### config.mk
export PLATFORM = sky130hd
export DESIGN_NAME = fifo_drain
export DESIGN_NICKNAME = d
export VERILOG_FILES = /design/src/rtl/fifo_pkg.sv /design/src/rtl/fifo_occ_counter.sv /design/src/rtl/fifo_drain.sv
export SDC_FILE = /design/constraint.sdc
export NUM_CORES = 1
export LEC_CHECK = 0
export ABC_AREA = 1
export ABC_CLOCK_PERIOD_IN_PS = 1450
export CAP_MARGIN = 10
export CORE_ASPECT_RATIO = 1.5
export CORE_MARGIN = 2
export CORE_UTILIZATION = 38
export DETAILED_ROUTE_END_ITERATION = 12
export GPL_ROUTABILITY_DRIVEN = 0
export PLACE_DENSITY = 0.88
export SYNTH_ARGS = -nofsm -noshare
export SYNTH_HDL_FRONTEND = slang
export SYNTH_SLANG_ARGS = --single-unit
### constraint.sdc
create_clock -name clk -period 1.45 [get_ports clk]
set_input_delay 0.2175 -clock clk [delete_from_list [all_inputs] [get_ports clk]]
set_output_delay 0.2175 -clock clk [all_outputs]
set_load 0.02 [all_outputs]
### src/rtl/fifo_pkg.sv
// Shared constants and state encoding for the ring FIFO and its read-side drain controller.
package fifo_pkg;

  localparam int DEFAULT_DATA_WIDTH = 32;
  localparam int DEFAULT_FIFO_SIZE  = 3;

  typedef enum logic {
    S_IDLE  = 1'b0,
    S_VALID = 1'b1
  } drain_state_t;

endpackage

### src/rtl/fifo_occ_counter.sv
// Occupancy tracker for the ring FIFO: saturating up/down count with empty/full flags
// and a single-cycle pulse when a write lands on a full FIFO.
module fifo_occ_counter
  import fifo_pkg::*;
#(
  parameter int FIFO_SIZE = DEFAULT_FIFO_SIZE,
  parameter int CNT_WIDTH = $clog2(FIFO_SIZE + 1)
) (
  input  logic                 clk,
  input  logic                 rst,
  input  logic                 inc,
  input  logic                 dec,
  output logic [CNT_WIDTH-1:0] count,
  output logic                 empty,
  output logic                 full,
  output logic                 overflow_pulse
);

  assign empty          = (count == '0);
  assign full           = (count == CNT_WIDTH'(FIFO_SIZE));
  assign overflow_pulse = inc && full;

  // Write has priority; a write into a full FIFO leaves the count pinned at FIFO_SIZE.
  always_ff @(posedge clk) begin
    if (rst) begin
      count <= '0;
    end else if (inc) begin
      if (!full)
        count <= count + CNT_WIDTH'(1);
    end else if (dec && !empty) begin
      count <= count - CNT_WIDTH'(1);
    end
  end

endmodule

### src/rtl/fifo_drain.sv
// Read-side controller for the ring FIFO: pops words into a registered valid/ready
// output stage and reports occupancy, full/empty and a sticky overflow flag.
module fifo_drain
  import fifo_pkg::*;
#(
  parameter int DATA_WIDTH = DEFAULT_DATA_WIDTH,
  parameter int FIFO_SIZE  = DEFAULT_FIFO_SIZE,
  parameter int CNT_WIDTH  = $clog2(FIFO_SIZE + 1)
) (
  input  logic                  clk,
  input  logic                  rst,
  input  logic                  fifo_wr,
  input  logic [DATA_WIDTH-1:0] fifo_data,
  output logic                  fifo_oe,
  output logic [DATA_WIDTH-1:0] m_data,
  output logic                  m_valid,
  input  logic                  m_ready,
  output logic [CNT_WIDTH-1:0]  count,
  output logic                  empty,
  output logic                  full,
  output logic                  overflow
);

  drain_state_t state_q;
  drain_state_t state_d;
  logic         overflow_pulse;

  fifo_occ_counter #(
    .FIFO_SIZE (FIFO_SIZE),
    .CNT_WIDTH (CNT_WIDTH)
  ) u_occ (
    .clk            (clk),
    .rst            (rst),
    .inc            (fifo_wr),
    .dec            (fifo_oe),
    .count          (count),
    .empty          (empty),
    .full           (full),
    .overflow_pulse (overflow_pulse)
  );

  // The FIFO ignores its output-enable while writing, so a pop is only issued on
  // write-free cycles; this also guarantees inc and dec never coincide.
  assign fifo_oe = !rst && !empty && !fifo_wr && ((state_q == S_IDLE) || m_ready);
  assign m_valid = (state_q == S_VALID);

  always_comb begin
    state_d = state_q;
    if (fifo_oe)
      state_d = S_VALID;
    else if ((state_q == S_VALID) && m_ready)
      state_d = S_IDLE;
  end

  always_ff @(posedge clk) begin
    if (rst) begin
      state_q  <= S_IDLE;
      m_data   <= '0;
      overflow <= 1'b0;
    end else begin
      state_q <= state_d;
      if (fifo_oe)
        m_data <= fifo_data;
      if (overflow_pulse)
        overflow <= 1'b1;
    end
  end

endmodule

==> metrics.txt <==
# TYPE chip_impl_metric gauge
chip_impl_metric{name="synth-seq-cells",unit=""} 36
chip_impl_metric{name="remaining_antenna_violation_count_after_routing",unit=""} 0
chip_impl_metric{name="core_area",unit="sq um"} 3420
chip_impl_metric{name="synth_edf_count",unit=""} 0
chip_impl_metric{name="ir_drop",unit="uV"} 605
chip_impl_info{name="rr_startpoint",value="u_occ.count[0]"} 1
chip_impl_metric{name="worst_clock_skew",unit="ns"} 0.00289
chip_impl_info{name="crit_path_start_kind",value="flop"} 1
chip_impl_metric{name="placementRows",unit=""} 26
chip_impl_metric{name="final-hold-violation-count",unit=""} 0
chip_impl_info{name="post-synth-top-area-cell",value="dfxtp_1"} 1
chip_impl_info{name="critPathSlowestCell",value="clkdlybuf4s50_1"} 1
chip_impl_metric{name="ctsLongestPathBuffers",unit=""} 2
chip_impl_info{name="tritoncts",value="done"} 1
chip_impl_metric{name="clk_pin_slew",unit="ns"} 0.06
chip_impl_metric{name="slew_viol_final",unit=""} 0
chip_impl_metric{name="die-height",unit="um"} 77.2
chip_impl_info{name="synth.top_cells.by_count",value="nand2_1 (74), dfxtp_1 (36), a21oi_1 (34), buf_6 (8), inv_1 (8)"} 1
chip_impl_metric{name="cts_inserted_buffers",unit=""} 5
chip_impl_metric{name="remaining_drc_errors",unit=""} 0
chip_impl_info{name="min-delay-path-class",value="flop to flop"} 1
chip_impl_metric{name="synth.net_count",unit=""} 210
chip_impl_metric{name="area_of_combinational_cells_with_multiple_inputs",unit="sq um"} 502
chip_impl_metric{name="syn2layout_area_growth",unit="%"} 63.5
chip_impl_info{name="rr_endpoint",value="m_data[26]"} 1
chip_impl_metric{name="cts.htree.levels",unit=""} 2
chip_impl_metric{name="drt_wl_total",unit="mm"} 3.27
chip_impl_metric{name="cap_violations",unit=""} 0
chip_impl_metric{name="initial_utilization",unit="%"} 39.8
chip_impl_metric{name="insertedDiodeCount",unit=""} 0
chip_impl_metric{name="tns",unit="ns"} 0
chip_impl_metric{name="fillers",unit=""} 312
chip_impl_metric{name="synth.avg_cell_area",unit="sq um"} 7.81
chip_impl_metric{name="num_io_pins",unit=""} 75
chip_impl_metric{name="overflow",unit=""} 0
chip_impl_metric{name="io_buffer_count",unit=""} 74
chip_impl_metric{name="sequential_cell_area",unit="sq um"} 721
chip_impl_metric{name="finish.instance_area",unit="sq um"} 2220
chip_impl_metric{name="period_share",unit="%"} 98.0
chip_impl_metric{name="p_leak",unit="nW"} 1.21
chip_impl_metric{name="cp_max_fo",unit=""} 2
chip_impl_info{name="cp_capture_type",value="output pin"} 1
chip_impl_metric{name="routed_via_density",unit=""} 4.64
chip_impl_metric{name="clock.fmax",unit="MHz"} 703
chip_impl_metric{name="synthesis.yosys.warnings",unit=""} 0
chip_impl_info{name="grt_setup_unrepaired",value="no"} 1
chip_impl_metric{name="crit_cells",unit=""} 1
chip_impl_metric{name="max_transition_margin",unit="%"} 76.2
chip_impl_metric{name="finalCoreUtilization",unit="%"} 65.1
chip_impl_metric{name="ctsHoldBuffers",unit=""} 0
chip_impl_info{name="worst_setup_path_endpoint",value="m_data[25]"} 1
chip_impl_metric{name="grt_antenna_before_repair",unit=""} 0
chip_impl_metric{name="detail_route.iter0.violations",unit=""} 16
chip_impl_metric{name="place_area",unit="sq um"} 2130
chip_impl_info{name="synthTopCellsByArea",value="dfxtp_1 (53%), nand2_1 (20%), a21oi_1 (13%)"} 1
chip_impl_metric{name="final_layout_size_suffix_gt1_share",unit="%"} 8.24
chip_impl_metric{name="die_w",unit="um"} 52.8
chip_impl_info{name="top_family_by_delay_on_critical_path",value="buffers and inverters"} 1
chip_impl_metric{name="grt_first_pass_wirelength",unit="mm"} 5.35
chip_impl_metric{name="r2r_slack",unit="ns"} 0.17
chip_impl_metric{name="netlist_area",unit="sq um"} 1360
chip_impl_metric{name="seq_area_frac_synth",unit="%"} 53.0
chip_impl_metric{name="dr.pass1.iters",unit=""} 3
chip_impl_metric{name="aggregate_global_route_resource_usage",unit="%"} 17.2
chip_impl_metric{name="timing.critical_path.slowest_cell_delay",unit="ns"} 0.60
chip_impl_metric{name="worst_slew_pin_slew",unit="ns"} 0.357
chip_impl_info{name="synthMostInstantiatedCell",value="nand2_1"} 1
chip_impl_metric{name="dieArea",unit="sq um"} 4080
chip_impl_metric{name="cts_sinks",unit=""} 36
chip_impl_metric{name="post-dp-hpwl",unit="mm"} 2.29
chip_impl_metric{name="timing.reg2reg.worst_path_depth",unit=""} 7
chip_impl_metric{name="cp.arrival",unit="ns"} 1.20
chip_impl_metric{name="worst-path-buf-inv",unit=""} 1
chip_impl_metric{name="synth_cell_type_count",unit=""} 12
chip_impl_metric{name="first_global_vias",unit=""} 1281
chip_impl_info{name="crit_path_start",value="m_data[25]"} 1
chip_impl_metric{name="post-synth-top-area-fraction",unit="%"} 53.0
chip_impl_info{name="criticalPathCategory",value="flop to output pin"} 1
chip_impl_info{name="crit_path_cell_trace",value="clkdlybuf4s50_1"} 1
chip_impl_metric{name="grt_start_max_net_pins",unit=""} 38
chip_impl_metric{name="nNetsFinal",unit=""} 290
chip_impl_info{name="synth_ff_type",value="dfxtp_1"} 1
chip_impl_metric{name="cell_count_after_synthesis",unit=""} 174
chip_impl_metric{name="pwr_density_cell",unit="nW/um^2"} 990
chip_impl_metric{name="setup_viol",unit=""} 0
chip_impl_metric{name="post_drt_wl_per_cell",unit="um"} 11.0
chip_impl_info{name="outcome",value="completed"} 1
chip_impl_metric{name="clock_insertion_delay_worst_skew",unit="ns"} 0.28
chip_impl_metric{name="critPathRequiredTime",unit="ns"} 1.23
chip_impl_metric{name="postSynth.asyncResetShare",unit="%"} 0
chip_impl_metric{name="via_count",unit=""} 1377
chip_impl_metric{name="fin_crit",unit="ns"} 1.42
chip_impl_info{name="root_buffer",value="clkbuf_8"} 1
flip-flops by register name, summed over array words and instances, names as in the netlist:
register,count
u_occ.count,2
m_valid,1
overflow,1
m_data,32
layer usage:
| metal | global-route usage, % | wire [um] | up-vias |
|---|---|---|---|
| met5 | 0 | 0 | - |
| met4 | 5.38 | 40 | 0 |
| met1 | 16.4 | 1220 | 627 |
| met3 | 6.03 | 208 | 7 |
| li1 | - | - | 704 |
| met2 | 32.4 | 1810 | 39 |
cells by family after synthesis:
kind of cell | count (synthesis) | synth area share, %
AOI/OAI and AO/OA | 35 | 13.1
buffers and inverters | 20 | 10.0
DFF | 36 | 53.0
and+or+nand+nor | 83 | 23.8
worst min path at each step:
stage	start	to	slack (ns)	cells after the start
after floorplan	fifo_data[7]	m_data[7]	0.36	2
after global placement	m_data[3]	m_data[3]	0.45	2
after detailed placement	m_data[17]	m_data[17]	0.46	2
after CTS	m_data[9]	m_data[9]	0.47	2
after global routing	m_data[12]	m_data[12]	0.47	2
final	m_data[20]	m_data[20]	0.46	2
stage by stage:
stage	setup slack, ns	hold slack, ns	instances	total power, mW
6_report	0.0283	0.462	297	2.20
5_1_grt	0.000254	0.474	297	2.31
4_1_cts	0.00105	0.466	297	2.25
3_5_place_dp	-0.348	0.457	289	1.56
3_3_place_gp	-0.338	0.451	289	1.55
2_1_floorplan	0.193	0.359	174	1.31
report_power, final:
| part | internal (mW) | total, mW | leakage, nW | switching (mW) |
|---|---|---|---|---|
| sequential | 1.04 | 1.06 | 0.293 | 0.0215 |
| clock | 0.387 | 0.703 | 0.0455 | 0.316 |
| combinational | 0.219 | 0.438 | 0.877 | 0.219 |
layout by cell type, fill, tap and decap left out:
cell	netlist	routed
dlymetal6s2s_1	0	16
clkinv_2	1	1
o21a_1	1	1
nand3_2	1	1
dfxtp_1	36	36
buf_2	0	2
nor2_2	1	1
nand2_1	74	74
clkbuf_8	0	6
nand3_1	3	3
clkdlybuf4s50_1	0	37
inv_1	8	8
clkbuf_1	3	2
buf_4	0	10
a21oi_1	34	34
nor2_1	4	4
dlygate4sd2_1	0	19
area by class of cell:
cell class / count / area share (%)
Timing Repair Buffer: 84 / 37.0
Sequential cell: 36 / 32.4
Multi-Input combinational cell: 118 / 22.6
Clock buffer: 8 / 4.05
Tap cell: 42 / 2.36
Inverter: 9 / 1.58
timing repair:
| action | 4_1_cts | 5_1_grt |
|---|---|---|
| cloned | 0 | 0 |
| buffers inserted | 0 | 0 |
| endpoints found under the setup margin | 21 | 17 |
| resized for setup | 26 | 17 |
| pin swaps | 0 | 0 |
No activity file was read; power rests on OpenSTA's default activity.
